`config.mk`:
```
export PLATFORM = sky130hd
export DESIGN_NAME = disp_row_scheduler_flat
export DESIGN_NICKNAME = d
export VERILOG_FILES = /design/src/rtl/disp_row_scheduler_if.sv /design/src/rtl/disp_row_scheduler.sv /design/src/flat_wrapper.sv
export SDC_FILE = /design/constraint.sdc
export NUM_CORES = 1
export LEC_CHECK = 0
export ABC_CLOCK_PERIOD_IN_PS = 4500
export BUFFER_PORTS_ARGS = -buffer_cell sky130_fd_sc_hd__buf_2
export CAP_MARGIN = 30
export CELL_PAD_IN_SITES_DETAIL_PLACEMENT = 0
export CELL_PAD_IN_SITES_GLOBAL_PLACEMENT = 1
export CORE_UTILIZATION = 43
export CTS_CLUSTER_DIAMETER = 40
export CTS_CLUSTER_SIZE = 8
export DETAILED_ROUTE_END_ITERATION = 6
export HOLD_SLACK_MARGIN = 0.08
export PLACE_DENSITY = 0.86
export SLEW_MARGIN = 10
export SYNTH_ARGS = -nofsm -noshare
export SYNTH_HDL_FRONTEND = slang
export SYNTH_SLANG_ARGS = --single-unit
export TNS_END_PERCENT = 100
```
`constraint.sdc`:
```
create_clock -name clk -period 4.5 [get_ports clk]
set_input_delay 0.225 -clock clk [delete_from_list [all_inputs] [get_ports clk]]
set_output_delay 0.225 -clock clk [all_outputs]
set_load 0.05 [all_outputs]
```
`src/rtl/disp_row_scheduler_if.sv`:
```
// Band, engine and disparity-stream signals between the row scheduler and its neighbours.
// master = scheduler side, slave = line buffer / engine / depth-map writer side.
interface disp_row_scheduler_if #(
  parameter int COL_BITS  = 6,
  parameter int DISP_BITS = 6
);
  logic                 band_valid;
  logic                 band_ready;
  logic                 row_done;
  logic                 eng_rst;
  logic                 eng_start;
  logic [COL_BITS-1:0]  eng_col;
  logic                 eng_done;
  logic [DISP_BITS-1:0] eng_disp;
  logic                 disp_valid;
  logic                 disp_ready;
  logic [DISP_BITS-1:0] disp_data;
  logic [COL_BITS-1:0]  disp_col;
  logic                 disp_last;
  logic                 timeout_err;

  modport master (
    input  band_valid, eng_done, eng_disp, disp_ready,
    output band_ready, row_done, eng_rst, eng_start, eng_col,
           disp_valid, disp_data, disp_col, disp_last, timeout_err
  );

  modport slave (
    output band_valid, eng_done, eng_disp, disp_ready,
    input  band_ready, row_done, eng_rst, eng_start, eng_col,
           disp_valid, disp_data, disp_col, disp_last, timeout_err
  );
endinterface

```
`src/rtl/disp_row_scheduler.sv`:
```
// Runs one disparity engine across every window column of a band; >=4 cycles/column (clear, start, wait, emit).
// Backpressure: the emitted word is held until disp_ready; no new engine start until it is taken.
module disp_row_scheduler #(
  parameter int WIN       = 15,
  parameter int IMG_W     = 64,
  parameter int MAX_DISP  = 64,
  parameter int TIMEOUT   = 4096,
  localparam int DISP_BITS = $clog2(MAX_DISP),
  localparam int TMR_BITS  = $clog2(TIMEOUT),
  localparam int COL_BITS  = $clog2(IMG_W)
) (
  input  logic                 clk,
  input  logic                 rst,
  disp_row_scheduler_if.master bus
);

  localparam logic [COL_BITS-1:0] LAST_COL = COL_BITS'(IMG_W - WIN);
  localparam logic [TMR_BITS-1:0] TMR_MAX  = TMR_BITS'(TIMEOUT - 1);

  typedef enum logic [2:0] {S_IDLE, S_CLR, S_GO, S_WAIT, S_EMIT} state_t;

  state_t               state_q, state_d;
  logic [COL_BITS-1:0]  col_q, col_d;
  logic [TMR_BITS-1:0]  timer_q, timer_d;
  logic [DISP_BITS-1:0] disp_data_q, disp_data_d;
  logic                 timeout_err_q, timeout_err_d;
  logic                 band_ready_q, band_ready_d;
  logic                 is_last;
  logic                 emit_fire;

  assign is_last   = (col_q == LAST_COL);
  assign emit_fire = (state_q == S_EMIT) && bus.disp_ready;

  always_comb begin
    state_d       = state_q;
    col_d         = col_q;
    timer_d       = timer_q;
    disp_data_d   = disp_data_q;
    timeout_err_d = timeout_err_q;
    unique case (state_q)
      S_IDLE: begin
        if (bus.band_valid && band_ready_q) begin
          col_d   = '0;
          state_d = S_CLR;
        end
      end
      S_CLR: state_d = S_GO;
      S_GO: begin
        timer_d = '0;
        state_d = S_WAIT;
      end
      S_WAIT: begin
        // done takes priority over a timeout landing on the same cycle
        if (bus.eng_done) begin
          disp_data_d = bus.eng_disp;
          state_d     = S_EMIT;
        end else if (timer_q == TMR_MAX) begin
          disp_data_d   = '0;
          timeout_err_d = 1'b1;
          state_d       = S_EMIT;
        end else begin
          timer_d = timer_q + TMR_BITS'(1);
        end
      end
      S_EMIT: begin
        if (bus.disp_ready) begin
          if (is_last) begin
            state_d = S_IDLE;
          end else begin
            col_d   = col_q + COL_BITS'(1);
            state_d = S_CLR;
          end
        end
      end
      default: state_d = S_IDLE;
    endcase
    // registered so band_ready stays low while in reset and rises one cycle after row_done
    band_ready_d = (state_d == S_IDLE);
  end

  always_ff @(posedge clk or negedge rst) begin
    if (!rst) begin
      state_q       <= S_IDLE;
      col_q         <= '0;
      timer_q       <= '0;
      disp_data_q   <= '0;
      timeout_err_q <= 1'b0;
      band_ready_q  <= 1'b0;
    end else begin
      state_q       <= state_d;
      col_q         <= col_d;
      timer_q       <= timer_d;
      disp_data_q   <= disp_data_d;
      timeout_err_q <= timeout_err_d;
      band_ready_q  <= band_ready_d;
    end
  end

  assign bus.band_ready  = band_ready_q;
  assign bus.row_done    = emit_fire && is_last;
  assign bus.eng_rst     = (state_q == S_IDLE) || (state_q == S_CLR);
  assign bus.eng_start   = (state_q == S_GO);
  assign bus.eng_col     = col_q;
  assign bus.disp_valid  = (state_q == S_EMIT);
  assign bus.disp_data   = disp_data_q;
  assign bus.disp_col    = col_q;
  assign bus.disp_last   = (state_q == S_EMIT) && is_last;
  assign bus.timeout_err = timeout_err_q;

endmodule
```
`src/flat_wrapper.sv`:
```
// flat-port wrapper written by rule: the top's interface ports become plain ports
module disp_row_scheduler_flat 
#(
  parameter int WIN       = 15,
  parameter int IMG_W     = 64,
  parameter int MAX_DISP  = 64,
  parameter int TIMEOUT   = 4096,
  localparam int DISP_BITS = $clog2(MAX_DISP),
  localparam int TMR_BITS  = $clog2(TIMEOUT),
  localparam int COL_BITS  = $clog2(IMG_W)
)
  (clk, rst, bus_band_valid, bus_eng_done, bus_eng_disp, bus_disp_ready, bus_band_ready, bus_row_done, bus_eng_rst, bus_eng_start, bus_eng_col, bus_disp_valid, bus_disp_data, bus_disp_col, bus_disp_last, bus_timeout_err);
  disp_row_scheduler_if bus_i ();
  input  logic clk;
  input  logic rst;
  input wire logic [$bits(bus_i.band_valid)-1:0] bus_band_valid;
  input wire logic [$bits(bus_i.eng_done)-1:0] bus_eng_done;
  input wire logic [$bits(bus_i.eng_disp)-1:0] bus_eng_disp;
  input wire logic [$bits(bus_i.disp_ready)-1:0] bus_disp_ready;
  output wire logic [$bits(bus_i.band_ready)-1:0] bus_band_ready;
  output wire logic [$bits(bus_i.row_done)-1:0] bus_row_done;
  output wire logic [$bits(bus_i.eng_rst)-1:0] bus_eng_rst;
  output wire logic [$bits(bus_i.eng_start)-1:0] bus_eng_start;
  output wire logic [$bits(bus_i.eng_col)-1:0] bus_eng_col;
  output wire logic [$bits(bus_i.disp_valid)-1:0] bus_disp_valid;
  output wire logic [$bits(bus_i.disp_data)-1:0] bus_disp_data;
  output wire logic [$bits(bus_i.disp_col)-1:0] bus_disp_col;
  output wire logic [$bits(bus_i.disp_last)-1:0] bus_disp_last;
  output wire logic [$bits(bus_i.timeout_err)-1:0] bus_timeout_err;
  assign bus_i.band_valid = bus_band_valid;
  assign bus_i.eng_done = bus_eng_done;
  assign bus_i.eng_disp = bus_eng_disp;
  assign bus_i.disp_ready = bus_disp_ready;
  assign bus_band_ready = bus_i.band_ready;
  assign bus_row_done = bus_i.row_done;
  assign bus_eng_rst = bus_i.eng_rst;
  assign bus_eng_start = bus_i.eng_start;
  assign bus_eng_col = bus_i.eng_col;
  assign bus_disp_valid = bus_i.disp_valid;
  assign bus_disp_data = bus_i.disp_data;
  assign bus_disp_col = bus_i.disp_col;
  assign bus_disp_last = bus_i.disp_last;
  assign bus_timeout_err = bus_i.timeout_err;
  disp_row_scheduler #(.WIN(WIN), .IMG_W(IMG_W), .MAX_DISP(MAX_DISP), .TIMEOUT(TIMEOUT)) u_core (.clk(clk), .rst(rst), .bus(bus_i));
endmodule
```
==> impl_results.md <==
* Global route total overflow at 0
* Crit. End Element: output pin
* Switching Fraction at 0.477
* Largest net degree at the start of global routing at 30
* First-pass GRT wire length at approximately 5000 um
* Clk Latency, worst-skew pair at around 330 ps
* Avg Vias per Cell at 5.54
* Arrival time worst endpoint at 1970 ps
* Setup violations, final at 0
* Post-CTS Setup Inserts at 0
* Final nets at 192
* Lkg Pwr at around 0.83 nW
* Clock Tree Buf Depth at 2
* Cell taking the most area after synthesis: dfrtp_1
* Area contributors post-synth: dfrtp_1, a22o_1, o21ai_0
* Number of iterations in the first detailed-routing pass at 6
* Total Negative Setup Slacks at 0 ps
* Peak supply drop at approximately 0.27 mV
* NetSw at roughly 0.00045 W
* Layout cell share with drive strength beyond 1 at 0.281
* Maximum fanout along the worst path at 6
* Hold bufs inserted after CTS at 1
* Hold Path Class: input pin to register
* Max-Cap Viols at 0
* Detailed-route via count at 1241
* Synth Area per Inst at 10.3 um^2
* Cts repair resizes at 0
* EDFF count, synth at 0
* Final ANT Viol Nets at 0
* Pwr per Cell Area at approximately 550 mW/mm^2
* Chip height at slightly above 60 um
* Core Region at 0.00334 mm^2
* Cell variety after synth at between 40 and 50
* Layout Utilization at 0.517
* Yosys top cell area share at 0.483
* Final Power at 0.000943 W
* Mapped cell area at around 0.0015 mm^2
* Die width at 61.1 um
* # clock sinks at 29
* Worst Tran Pin Value at 744 ps
* CTS tree: built
* Initial detailed-routing violation count at 107
* H-tree depth at 2
* RSZ-0062 raised after global routing: no
* Number of remaining DRC errors at 0
* CTS root buffer: clkbuf_4
* Post-Syn Instances at between 100 and 150
* Filler cells at 325
* Cell with the most instances after synthesis: dfrtp_1
* CP required at 4280 ps
* Dominant synthesized flop cell: dfrtp_1
* Syn_nets at 160
* Final Critical Period at 2200 ps
* Part of the cycle the worst path needs at 0.489
* Hold Violations, Final at 0
* Area grow syn2layout at 14.8%
* DP Worst Slack at 2630 ps
* Fmax at around 450 MHz
* Int Pwr at between 0.0004 and 0.0005 W
* Yosys warning count at 0
* Routability congestion estimate at 0.747
* GRT Util Overall at 0.184
* Critical path type: register to output pin
* Mean routed wirelength per cell at 13.9 um
* Post-DP HPWL at 2180 um
* Flops & latches, synth at 29
* Cell row count at 21
* Status: complete, no violations
* Die ar. at roughly 0.0037 mm^2
* Asr flop ratio synth at 1.00
* Most frequent cells after synthesis: dfrtp_1, nand2_1, nor2_1, o21ai_0, nand3_1
* Comb pwr share at 0.440
* Startpoint Class: register
* Clock share of power at 0.170
* I/O Buffers at 35
* Final WS setup at 2300 ps
* Vias in the first global route at 1094
* Post-synthesis sequential area ratio at 0.483
* Max-slew headroom at 0.497
* Initial antenna violation count at 0
* Ant diodes at 0
* Initial Util at 0.451
* Slew Limit Fails at 0
* Cts bufs inserted at 5
* # IOs at 36
* Worst Clk Skew at 11.2 ps
* WL final at 3100 um
* Clock Pin Slew Worst Setup and Hold Paths at 90 ps
* Seq pwr share at 0.389
-- per-layer routing --
layer,up-vias,global-route usage,wire [um]
met1,601,0.248,1530
met5,-,0,0
li1,612,-,-
met4,0,0.0877,44
met2,24,0.280,1420
met3,4,0.0441,105
-- layout make-up --
class | count | area [um^2] | share of cell area
Clock buffer | 7 | 55.1 | 0.0319
Inverter | 5 | 21.3 | 0.0123
Multi-Input combinational cell | 101 | 682 | 0.395
Sequential cell | 29 | 726 | 0.420
Tap cell | 46 | 57.6 | 0.0333
Timing Repair Buffer | 36 | 185 | 0.107
-- worst paths after layout --
check | start | slack [ps] | end | cells after the start
setup / recovery | u_core.state_q[0]$_DFF_PN0_ | 2300 | bus_row_done | 3
hold / removal | bus_eng_disp[1] | 120 | u_core.bus.disp_data[1]$_DFFE_PN0P_ | 2
setup reg to reg | u_core.state_q[0]$_DFF_PN0_ | 2600 | u_core.bus.disp_col[1]$_DFFE_PN0P_ | 4
hold reg to reg | u_core.bus.timeout_err$_DFFE_PN0P_ | 460 | u_core.bus.timeout_err$_DFFE_PN0P_ | 1
max in group asynchronous | rst | 3620 | u_core.bus.disp_data[0]$_DFFE_PN0P_ | 2
min in group asynchronous | rst | 460 | u_core.bus.disp_col[0]$_DFFE_PN0P_ | 2
-- placed cells by master (no fill, tap or decap), types with 2 or more instances in the layout --
master and n:
a21oi_1 7, and3_1 2, xor2_1 3, buf_2 35
nor2_1 9, and4_2 2, a22o_1 6, ha_1 3
nand4b_1 2, o211ai_1 3, dfrtp_1 29, or4_1 5
and2_1 2, clkbuf_4 5, nand4_1 5, o31ai_1 5
and2_2 2, nand2_1 10, inv_1 4, nor3_1 2
nand3_1 8, o21ai_0 9
-- critical path: stages, from the launching register on --
cell and delay (ps):
dfrtp_1 460, nor4bb_1 690, and2_1 230, buf_2 260
-- kinds of logic after synthesis --
group | share of synthesized area
xor+xnor | 0.0175
buf+inv | 0.0641
fa+ha+maj | 0.0250
mux | 0.00666
compound gates | 0.171
simple gates | 0.234
flops | 0.483
-- power groups by stage --
stage	logic, W	registers, W	clock network (W)
2_1_floorplan	0.000225	0.000481	0
3_3_place_gp	0.000414	0.000366	0
3_5_place_dp	0.000416	0.000373	0
4_1_cts	0.000418	0.000368	0.000165
5_1_grt	0.000449	0.000378	0.000178
6_report	0.000415	0.000367	0.000160
-- registers in the layout (all words and copies together) (netlist names) --
signal                  count
u_core.bus.band_ready       1
u_core.bus.disp_col         6
u_core.bus.disp_data        6
u_core.bus.timeout_err      1
u_core.state_q              3
u_core.timer_q             12
-- metrics by stage --
| step | hold WS (ps) | instance area, um^2 | std cells |
|---|---|---|---|
| 2_1_floorplan | -70.6 | 1500 | 146 |
| 3_3_place_gp | 284 | 1660 | 216 |
| 3_5_place_dp | 292 | 1660 | 216 |
| 4_1_cts | 113 | 1730 | 224 |
| 5_1_grt | 115 | 1730 | 224 |
| 6_report | 123 | 1730 | 224 |
Power figures use the tool's default switching activity.
